## src/rtl/dm_arb_pkg.sv

```systemverilog
`default_nettype none
// ============================================================================
// Package  : dm_arb_pkg
// Brief    : Shared state encoding, default widths and helpers for the
//            data-memory arbiters.
// Revision : 1.0
// ============================================================================
package dm_arb_pkg;

    typedef enum logic [1:0] {
        IDLE  = 2'd0,
        ISSUE = 2'd1,
        RESP  = 2'd2
    } arb_state_t;

    localparam int c_DEF_ADDR_W = 8;
    localparam int c_DEF_DATA_W = 16;

    // Index width for a vector of 'value' entries; never narrower than 1 bit.
    function automatic int clog2(input int value);
        int r;
        r = 0;
        for (int i = 0; i < 31; i++) begin
            if ((1 << i) < value) begin
                r = i + 1;
            end
        end
        return (r < 1) ? 1 : r;
    endfunction

endpackage
`default_nettype wire

```

## src/rtl/rr_pick.sv

```systemverilog
`default_nettype none
// ============================================================================
// Module   : rr_pick
// Brief    : Combinational round-robin pick: first set request at or after
//            'start', searching cyclically upward.
// Revision : 1.0
// ============================================================================
module rr_pick
    import dm_arb_pkg::*;
#(
    parameter int N_REQ = 4,
    parameter int PTR_W = clog2(N_REQ)
) (
    input  logic [N_REQ-1:0] req,
    input  logic [PTR_W-1:0] start,
    output logic [PTR_W-1:0] winner,
    output logic             any_req
);

    logic [2*N_REQ-1:0] w_req_dbl;
    logic [N_REQ-1:0]   w_req_rot;
    logic [PTR_W:0]     w_sum;

    // Doubling the vector turns the cyclic search into a plain shift.
    assign w_req_dbl = {req, req};
    assign w_req_rot = N_REQ'(w_req_dbl >> start);

    always_comb begin
        winner  = '0;
        any_req = 1'b0;
        w_sum   = '0;
        // Descending scan: the lowest rotated offset is assigned last and wins.
        for (int i = N_REQ - 1; i >= 0; i--) begin
            if (w_req_rot[i]) begin
                any_req = 1'b1;
                w_sum   = {1'b0, start} + (PTR_W + 1)'(i);
                if (w_sum >= (PTR_W + 1)'(N_REQ)) begin
                    w_sum = w_sum - (PTR_W + 1)'(N_REQ);
                end
                winner = w_sum[PTR_W-1:0];
            end
        end
    end

endmodule
`default_nettype wire

```

## src/rtl/dm_arbiter.sv

```systemverilog
`default_nettype none
// ============================================================================
// Module   : dm_arbiter
// Brief    : Round-robin arbiter sharing one single-port synchronous data
//            RAM among N_CORES matrix-multiplication cores.
// Revision : 1.0
// ============================================================================
module dm_arbiter
    import dm_arb_pkg::*;
#(
    parameter int N_CORES = 4,
    parameter int ADDR_W  = c_DEF_ADDR_W,
    parameter int DATA_W  = c_DEF_DATA_W
) (
    input  logic                      clock,
    input  logic                      rst_n,
    input  logic [N_CORES-1:0]        core_req,
    input  logic [N_CORES-1:0]        core_we,
    input  logic [N_CORES*ADDR_W-1:0] core_addr,
    input  logic [N_CORES*DATA_W-1:0] core_wdata,
    output logic [N_CORES-1:0]        core_ack,
    output logic [DATA_W-1:0]         core_rdata,
    output logic                      mem_en,
    output logic                      mem_we,
    output logic [ADDR_W-1:0]         mem_addr,
    output logic [DATA_W-1:0]         mem_wdata,
    input  logic [DATA_W-1:0]         mem_rdata,
    output logic                      busy
);

    localparam int                 c_PTR_W = clog2(N_CORES);
    localparam logic [c_PTR_W-1:0] c_LAST  = c_PTR_W'(N_CORES - 1);

    arb_state_t          r_state;
    arb_state_t          w_state_nxt;
    logic [c_PTR_W-1:0]  r_rr_ptr;
    logic [c_PTR_W-1:0]  r_winner;
    logic [c_PTR_W-1:0]  w_pick;
    logic                w_any_req;

    logic                r_mem_en;
    logic                r_mem_we;
    logic [ADDR_W-1:0]   r_mem_addr;
    logic [DATA_W-1:0]   r_mem_wdata;
    logic [N_CORES-1:0]  r_core_ack;
    logic                r_resp_rd;

    logic [ADDR_W-1:0]   w_addr_arr  [N_CORES];
    logic [DATA_W-1:0]   w_wdata_arr [N_CORES];

    for (genvar g = 0; g < N_CORES; g++) begin : g_unpack
        assign w_addr_arr[g]  = core_addr[g*ADDR_W +: ADDR_W];
        assign w_wdata_arr[g] = core_wdata[g*DATA_W +: DATA_W];
    end

    rr_pick #(
        .N_REQ (N_CORES),
        .PTR_W (c_PTR_W)
    ) u_rr_pick (
        .req     (core_req),
        .start   (r_rr_ptr),
        .winner  (w_pick),
        .any_req (w_any_req)
    );

    always_ff @(posedge clock or negedge rst_n) begin
        if (!rst_n) begin
            r_state <= IDLE;
        end else begin
            r_state <= w_state_nxt;
        end
    end

    always_comb begin
        w_state_nxt = r_state;
        case (r_state)
            IDLE:    if (w_any_req) w_state_nxt = ISSUE;
            ISSUE:   w_state_nxt = RESP;
            RESP:    w_state_nxt = IDLE;
            default: w_state_nxt = IDLE;
        endcase
    end

    // Memory strobe and ack are single-cycle: cleared every cycle unless set below.
    always_ff @(posedge clock or negedge rst_n) begin
        if (!rst_n) begin
            r_rr_ptr    <= '0;
            r_winner    <= '0;
            r_mem_en    <= 1'b0;
            r_mem_we    <= 1'b0;
            r_mem_addr  <= '0;
            r_mem_wdata <= '0;
            r_core_ack  <= '0;
            r_resp_rd   <= 1'b0;
        end else begin
            r_mem_en    <= 1'b0;
            r_mem_we    <= 1'b0;
            r_mem_addr  <= '0;
            r_mem_wdata <= '0;
            r_core_ack  <= '0;
            r_resp_rd   <= 1'b0;
            case (r_state)
                IDLE: begin
                    if (w_any_req) begin
                        r_winner    <= w_pick;
                        r_mem_en    <= 1'b1;
                        r_mem_we    <= core_we[w_pick];
                        r_mem_addr  <= w_addr_arr[w_pick];
                        r_mem_wdata <= w_wdata_arr[w_pick];
                    end
                end
                ISSUE: begin
                    r_core_ack[r_winner] <= 1'b1;
                    r_resp_rd            <= ~r_mem_we;
                end
                RESP: begin
                    r_rr_ptr <= (r_winner == c_LAST) ? '0 : r_winner + 1'b1;
                end
                default: ;
            endcase
        end
    end

    assign core_ack   = r_core_ack;
    // The RAM's own output register is the capture stage; only gate it here.
    assign core_rdata = r_resp_rd ? mem_rdata : '0;
    assign mem_en     = r_mem_en;
    assign mem_we     = r_mem_we;
    assign mem_addr   = r_mem_addr;
    assign mem_wdata  = r_mem_wdata;
    assign busy       = (r_state != IDLE);

endmodule
`default_nettype wire
```

## config.mk

```make
export PLATFORM = sky130hd
export DESIGN_NAME = dm_arbiter
export DESIGN_NICKNAME = d
export VERILOG_FILES = /design/src/rtl/dm_arb_pkg.sv /design/src/rtl/rr_pick.sv /design/src/rtl/dm_arbiter.sv
export SDC_FILE = /design/constraint.sdc
export NUM_CORES = 1
export LEC_CHECK = 0
export BUFFER_PORTS_ARGS = -buffer_cell sky130_fd_sc_hd__buf_4
export CAP_MARGIN = 10
export CORE_UTILIZATION = 40
export CTS_CLUSTER_DIAMETER = 40
export DETAILED_ROUTE_END_ITERATION = 10
export PLACE_DENSITY = 0.91
export SYNTH_ARGS = -nofsm -noshare
export SYNTH_HDL_FRONTEND = slang
export SYNTH_SLANG_ARGS = --single-unit
```

## constraint.sdc

```tcl
create_clock -name clock -period 3.4 [get_ports clock]
set_clock_uncertainty 0.2 [all_clocks]
set_input_delay 0.51 -clock clock [delete_from_list [all_inputs] [get_ports clock]]
set_output_delay 0.51 -clock clock [all_outputs]
set_load 0.02 [all_outputs]
```

---- After elaboration in Yosys (flattened, before gate mapping) ----
Cells that the tools add are included.
word-level totals
  bits in registers ....................... 37
  bits of input ports ..................... 122
  output and inout port bits .............. 47
  word-level logic and storage cells ...... 72
cells by class
  add/subtract/negate cells ............... 8
  magnitude comparators ................... 8
  equal/unequal tests ..................... 4
  shifts and indexed selects .............. 1
  mux-type cells .......................... 36
  bitwise gates (word level) .............. 2
  reductions and logical operators ........ 4
operators by type and width
  cell                 count
  $mux 16              5
  $bmux 16 s2          1
  $mux 8               4
  $mux 2               10
  $bmux 8 s2           1
  $ge 3x3->1 const B   4
  $mux 1               11
  $shr 8x2->4          1
  $sub 2x1->2 const B  4
  $add 2x2->3 const B  2
  $lt 2x3->1 const B   2
  $eq 2x2->1 const B   2
  $mux 4               1
  $pmux 2 s2           1
  $add 2x1->3 const B  1
  $ge 2x3->1 const B   1
  $not 2->3            1
  $add 2x1->2 const B  1
  $bmux 1 s2           1
  $demux 1 s2          1
  $eq 2x1->1 const B   1
  $ge 2x1->1 const B   1
  $logic_not 2->1      1
  $ne 2x1->1 const B   1
  other kinds (4)      4

---- Logic depth before layout (Yosys ltp) ----
  word-level depth ........................ 13
  gate-level depth with buffers ........... 7
  gate-level depth less buffers ........... 5

---- Modules after synthesis ----
A second synthesis with hierarchy kept.
unflattened totals
  cell total of the unflattened synthesis .. 179
  area total of the unflattened synthesis .. 2163.3 µm²
modules (own cells, without submodules)
  module      times used  cells an instance  area an instance (µm²)  seq. area each (µm²)
  dm_arbiter  1           164                2085.8                  925.9
  rr_pick     1           15                 77.6                    0.0

---- Worst setup path before layout ----
OpenSTA, ideal clock, no wires.
  path kind ............................... input to register
  start ................................... in core_req[1]
  end ..................................... reg r_mem_addr[0], in the netlist mem_addr[0]
  library setup time ...................... 128 ps
  arrival ................................. 1458 ps
  data required time ...................... 3072 ps
  path slack .............................. 1614 ps
  stages on the path ...................... 6
  buffers on the path ..................... 1
  cell sequence ........................... a21boi_1 > o22ai_1 > a21oi_4 > buf_4 > mux2i_1 > o22ai_1
on the way
  word-level cells in the longest chain between the ends .. 11
  elaborated cells on any way between the ends .. 15
  those cells by class .................... 1 x shift; 13 x mux; 1 x bitwise
ends and longest elaborated chain
  item                                       line               text
  from (decl)                                dm_arbiter.sv:17   input logic [N_CORES-1:0] core_req,
  $shr 8x2->4 *                              rr_pick.sv:26      assign w_req_rot = N_REQ'(w_req_dbl >> start);
  $mux 2 (4 in a row)                        rr_pick.sv:34      if (w_req_rot[i]) begin
  $not 2->3 (implied by the code)            dm_arbiter.sv:108  r_mem_addr <= w_addr_arr[w_pick];
  $bmux 8 s2                                 dm_arbiter.sv:108
  $mux 8 (implied by the code) (2 in a row)  dm_arbiter.sv:108
  $mux 8 *                                   dm_arbiter.sv:104  if (w_any_req) begin
  $mux 8 *                                   dm_arbiter.sv:102  case (r_state)
  to (signal assigned)                       dm_arbiter.sv:108
  to (decl)                                  dm_arbiter.sv:43   logic [ADDR_W-1:0] r_mem_addr;
Every way passes the cells marked *; elsewhere a longest branch is shown, timed or not. The select of a mux whose other input is x is not followed.
A chain may end at the register's enable or synchronous reset.

---- Worst setup path after layout ----
  start ................................... reg r_rr_ptr[1]
  end ..................................... reg r_mem_wdata[4], in the netlist mem_wdata[4]
on the way
  word-level cells in the longest chain between the ends .. 13
  elaborated cells on any way between the ends .. 30
  those cells by class .................... 7 x add/sub; 4 x order compare; 1 x shift; 17 x mux; 1 x bitwise
ends and longest elaborated chain
  item                                              line                          text
  from (decl)                                       dm_arbiter.sv:36              logic [c_PTR_W-1:0] r_rr_ptr;
  from (signal assigned)                            dm_arbiter.sv:117             r_rr_ptr <= (r_winner == c_LAST) ? '0 : r_winner + 1'b1;
  $add 2x2->3                                       rr_pick.sv:36                 w_sum = {1'b0, start} + (PTR_W + 1)'(i);
  $ge 3x3->1 / $sub 2x1->2 (equally long branches)  rr_pick.sv:37, rr_pick.sv:38
  $mux 2                                            rr_pick.sv:37                 if (w_sum >= (PTR_W + 1)'(N_REQ)) begin
  $mux 2 (4 in a row)                               rr_pick.sv:34
  $not 2->3 (implied by the code)                   dm_arbiter.sv:109             r_mem_wdata <= w_wdata_arr[w_pick];
  $bmux 16 s2                                       dm_arbiter.sv:109
  $mux 16 (implied by the code) (2 in a row)        dm_arbiter.sv:109
  $mux 16 *                                         dm_arbiter.sv:104
  $mux 16 *                                         dm_arbiter.sv:102
  to (signal assigned)                              dm_arbiter.sv:109
  to (decl)                                         dm_arbiter.sv:44              logic [DATA_W-1:0] r_mem_wdata;
Marked as above.

==> results.md <==
- Status: finished clean
- Io pins: 169
- Final Max Slew Viols: 0
- First-pass GRT wire length: 9025 µm
- Root buffer cell: clkbuf_8
- Clk_lat worst skew: 0.29 ns
- Top Usage Layer GRT: met2
- DRC Markers: 0
- Clk sinks: 37
- WP data arrival: 2.03 ns
- Area of the mapped netlist: 2003 µm²
- H-tree levels: 2
- Remaining antenna violation count: 0
- Vias in the first global route: 2055
- GR Layer Usage met2: around 45%
- Bufs on Longest Clock Path: 2
- Slew of the pin with the lowest slew margin: 0.4995 ns
- CP Capture Type: flip-flop
- Area of the multi-input gates: just under 1000 µm²
- Relative slew margins: 66.39%
- Resized cells post-CTS: 0
- Post-synth cell types: 25
- Core Rows: 25
- Synth top cells by count: 51 x mux2i_1, 37 x dfrtp_1, 26 x o22ai_1
- Clock Pin Slew Worst Setup and Hold Paths: 0.07 ns
- RSZ-0062 raised after global routing: false
- Count leader, synth: mux2i_1
- Leakage power: 1.832 nW
- Peak VDD IR: 0.4552 mV
- Final min period: 2.082 ns
- Hold crit path type: flip-flop to flip-flop
- Largest net degree at the start of global routing: 50
- Tot GR Track Use: 22.84%
- Initial drt markers: 44
- Worst hold slack: 0.2346 ns
- Final WL: 6114 µm
- RR Endpoint: mem_wdata[4]$_DFF_PN0_
- Total negative slack: 0 ns
- Antenna violations before repair: 0
- F_max: 480.2 MHz
- Fin crit share: 61.25%
- Drt first pass iters: 6
- Post-synthesis cell count: 175
- Count of final setup violators: 0
- Fin. Hold Viols: 0
- Critical path type: flip-flop to flip-flop
- Synth top area cells: dfrtp_1 46%, mux2i_1 25%, o22ai_1 8.1%
- Syn Nets: around 300
- Area Growth Syn to Fin: 69.64%
- Gpl congestion: roughly 0.8
- Crit path from: r_rr_ptr[1]$_DFFE_PN0N_
- Pwr Total: 2.468 mW
- Nets@finish: 468
- Yosys top cell by area: dfrtp_1
- DR vias/cell: 4.983
- Worst Setup Start Kind: flip-flop
- Antenna diodes: 0
- Worst Path Required: 3.35 ns
- Seq cells post-synth: 37
- Flop-to-flop setup slack: 1.32 ns
- Area of the core: 4786 µm²
- Detailed Place HPWL: between 4000 and 5000 µm
- Number of synthesized flops with an enable pin: 0
- Crit path max fanout: 49
- Critical path endpoint: mem_wdata[4]$_DFF_PN0_
- R2R cell count: 6
- Hold Path Stages: 1
- Mean Syn Cell Area: roughly 11 µm²
- TritonCTS clock tree: built
- Max cap viols: 0
- Die width: 72.77 µm
- Sequential fraction of the synthesis area: between 40% and 50%
- Gr ovfl total: 0
- Share of synthesized registers carrying an async set or reset: between 90% and 100%
- Die Ht: 72.77 µm
- Filler cell count in the final layout: 399
- Met3 Usage GRT: 6.215%
- Crit Reg-Reg Startpoint: r_rr_ptr[1]$_DFFE_PN0N_
- Post-synth top area share: a little under half
- Cts bufs inserted: 5
- PortBufs: 168
- Met1 GRT Util: 21.31%
- Storage cell area: 925.9 µm²
- DR WL/cell: roughly 15 µm
- Die area: around 5300 µm²
- Share of layout cells above drive strength 1: 52.34%
- Synth warn: 0
- Total power divided by cell area: around 730 nW/µm²
- Via count: 2038
- Initial Utilization: 41.86%
- Ys flop type: dfrtp_1
[worst min path at each step]
stage                           from                     to
floorplan                      rst_n  core_ack[0]$_DFF_PN0_
global route        mem_we$_DFF_PN0_    r_resp_rd$_DFF_PN0_
global placement    mem_we$_DFF_PN0_    r_resp_rd$_DFF_PN0_
finish              mem_we$_DFF_PN0_    r_resp_rd$_DFF_PN0_
CTS                 mem_we$_DFF_PN0_    r_resp_rd$_DFF_PN0_
detailed placement  mem_we$_DFF_PN0_    r_resp_rd$_DFF_PN0_
[stage by stage]
step / std cells / instance area [µm²] / util, % / worst slack [ns]
after global placement: 401 / 3302 / 68.99 / 1.220
after floorplan: 175 / 2003 / - / 1.614
after detailed placement: 401 / 3302 / 68.99 / 1.095
final: 409 / 3398 / 71.01 / 1.318
after global routing: 409 / 3398 / 71.01 / 1.221
after CTS: 409 / 3398 / 71.01 / 1.300
[kinds of logic (layout without fill, tap and decap cells)]
| family | Yosys count | count (layout) | share of synthesized area [%] |
|---|---|---|---|
| muxes | 52 | 52 | 26.05 |
| DFF | 37 | 37 | 46.22 |
| AOI/OAI and AO/OA | 35 | 35 | 11.43 |
| and+or+nand+nor | 32 | 32 | 9.370 |
| buffers and inverters | 15 | 182 | 4.434 |
| adders and majority gates | 4 | 4 | 2.499 |
[flip-flops by register name, indices dropped and copies added, names as in the netlist, 2 cells and up]
register / count
r_rr_ptr: 2
r_state: 2
r_winner: 2
mem_wdata: 16
mem_addr: 8
core_ack: 4
[critical path, cell delays in order, from the launching register on]
cell and delay (ns):
dfrtp_1 0.44, mux2i_1 0.21, o22ai_1 0.13, a21oi_4 0.21, buf_12 0.32, mux2i_1 0.30, o22ai_1 0.10
[area by class of cell]
type / count / area share, %
Clock buffer: 7 / 2.541
Inverter: 4 / 0.4418
Multi-Input combinational cell: 123 / 29.09
Timing Repair Buffer: 171 / 38.22
Sequential cell: 37 / 27.25
Tap cell: 67 / 2.467
[repair_timing]
action / 4_1_cts / 5_1_grt
setup endpoints to repair: 0 / 0
hold endpoints to repair: 36 / 0
hold buffers: 1 / 0
setup buffers: 0 / 0
[layout by cell type (no fill, tap or decap), drive strengths merged, types with 2 or more instances in the layout]
cell type  Yosys  layout
inv            4       4
o22ai         26      26
buf           10     170
ha             4       4
nand2b         2       2
and2          20      20
o21ai          3       3
nor2           3       3
clkbuf         1       7
nand2          3       3
mux2i         51      51
a21oi          3       3
dfrtp         37      37
nor2b          2       2
[per-layer routing]
metal  share of wire, %  wire length, µm
met1                 32             1935
met2                 56             3411
met3                9.8              600
met4                2.7              166
met5                  0                0
[power breakdown]
group          total [mW]  switching [mW]  internal, mW
sequential          0.736          0.0946         0.642
clock               0.305           0.144         0.161
combinational        1.43           0.766         0.661
total                2.47            1.01          1.46
No activity file was read; power rests on OpenSTA's default activity.
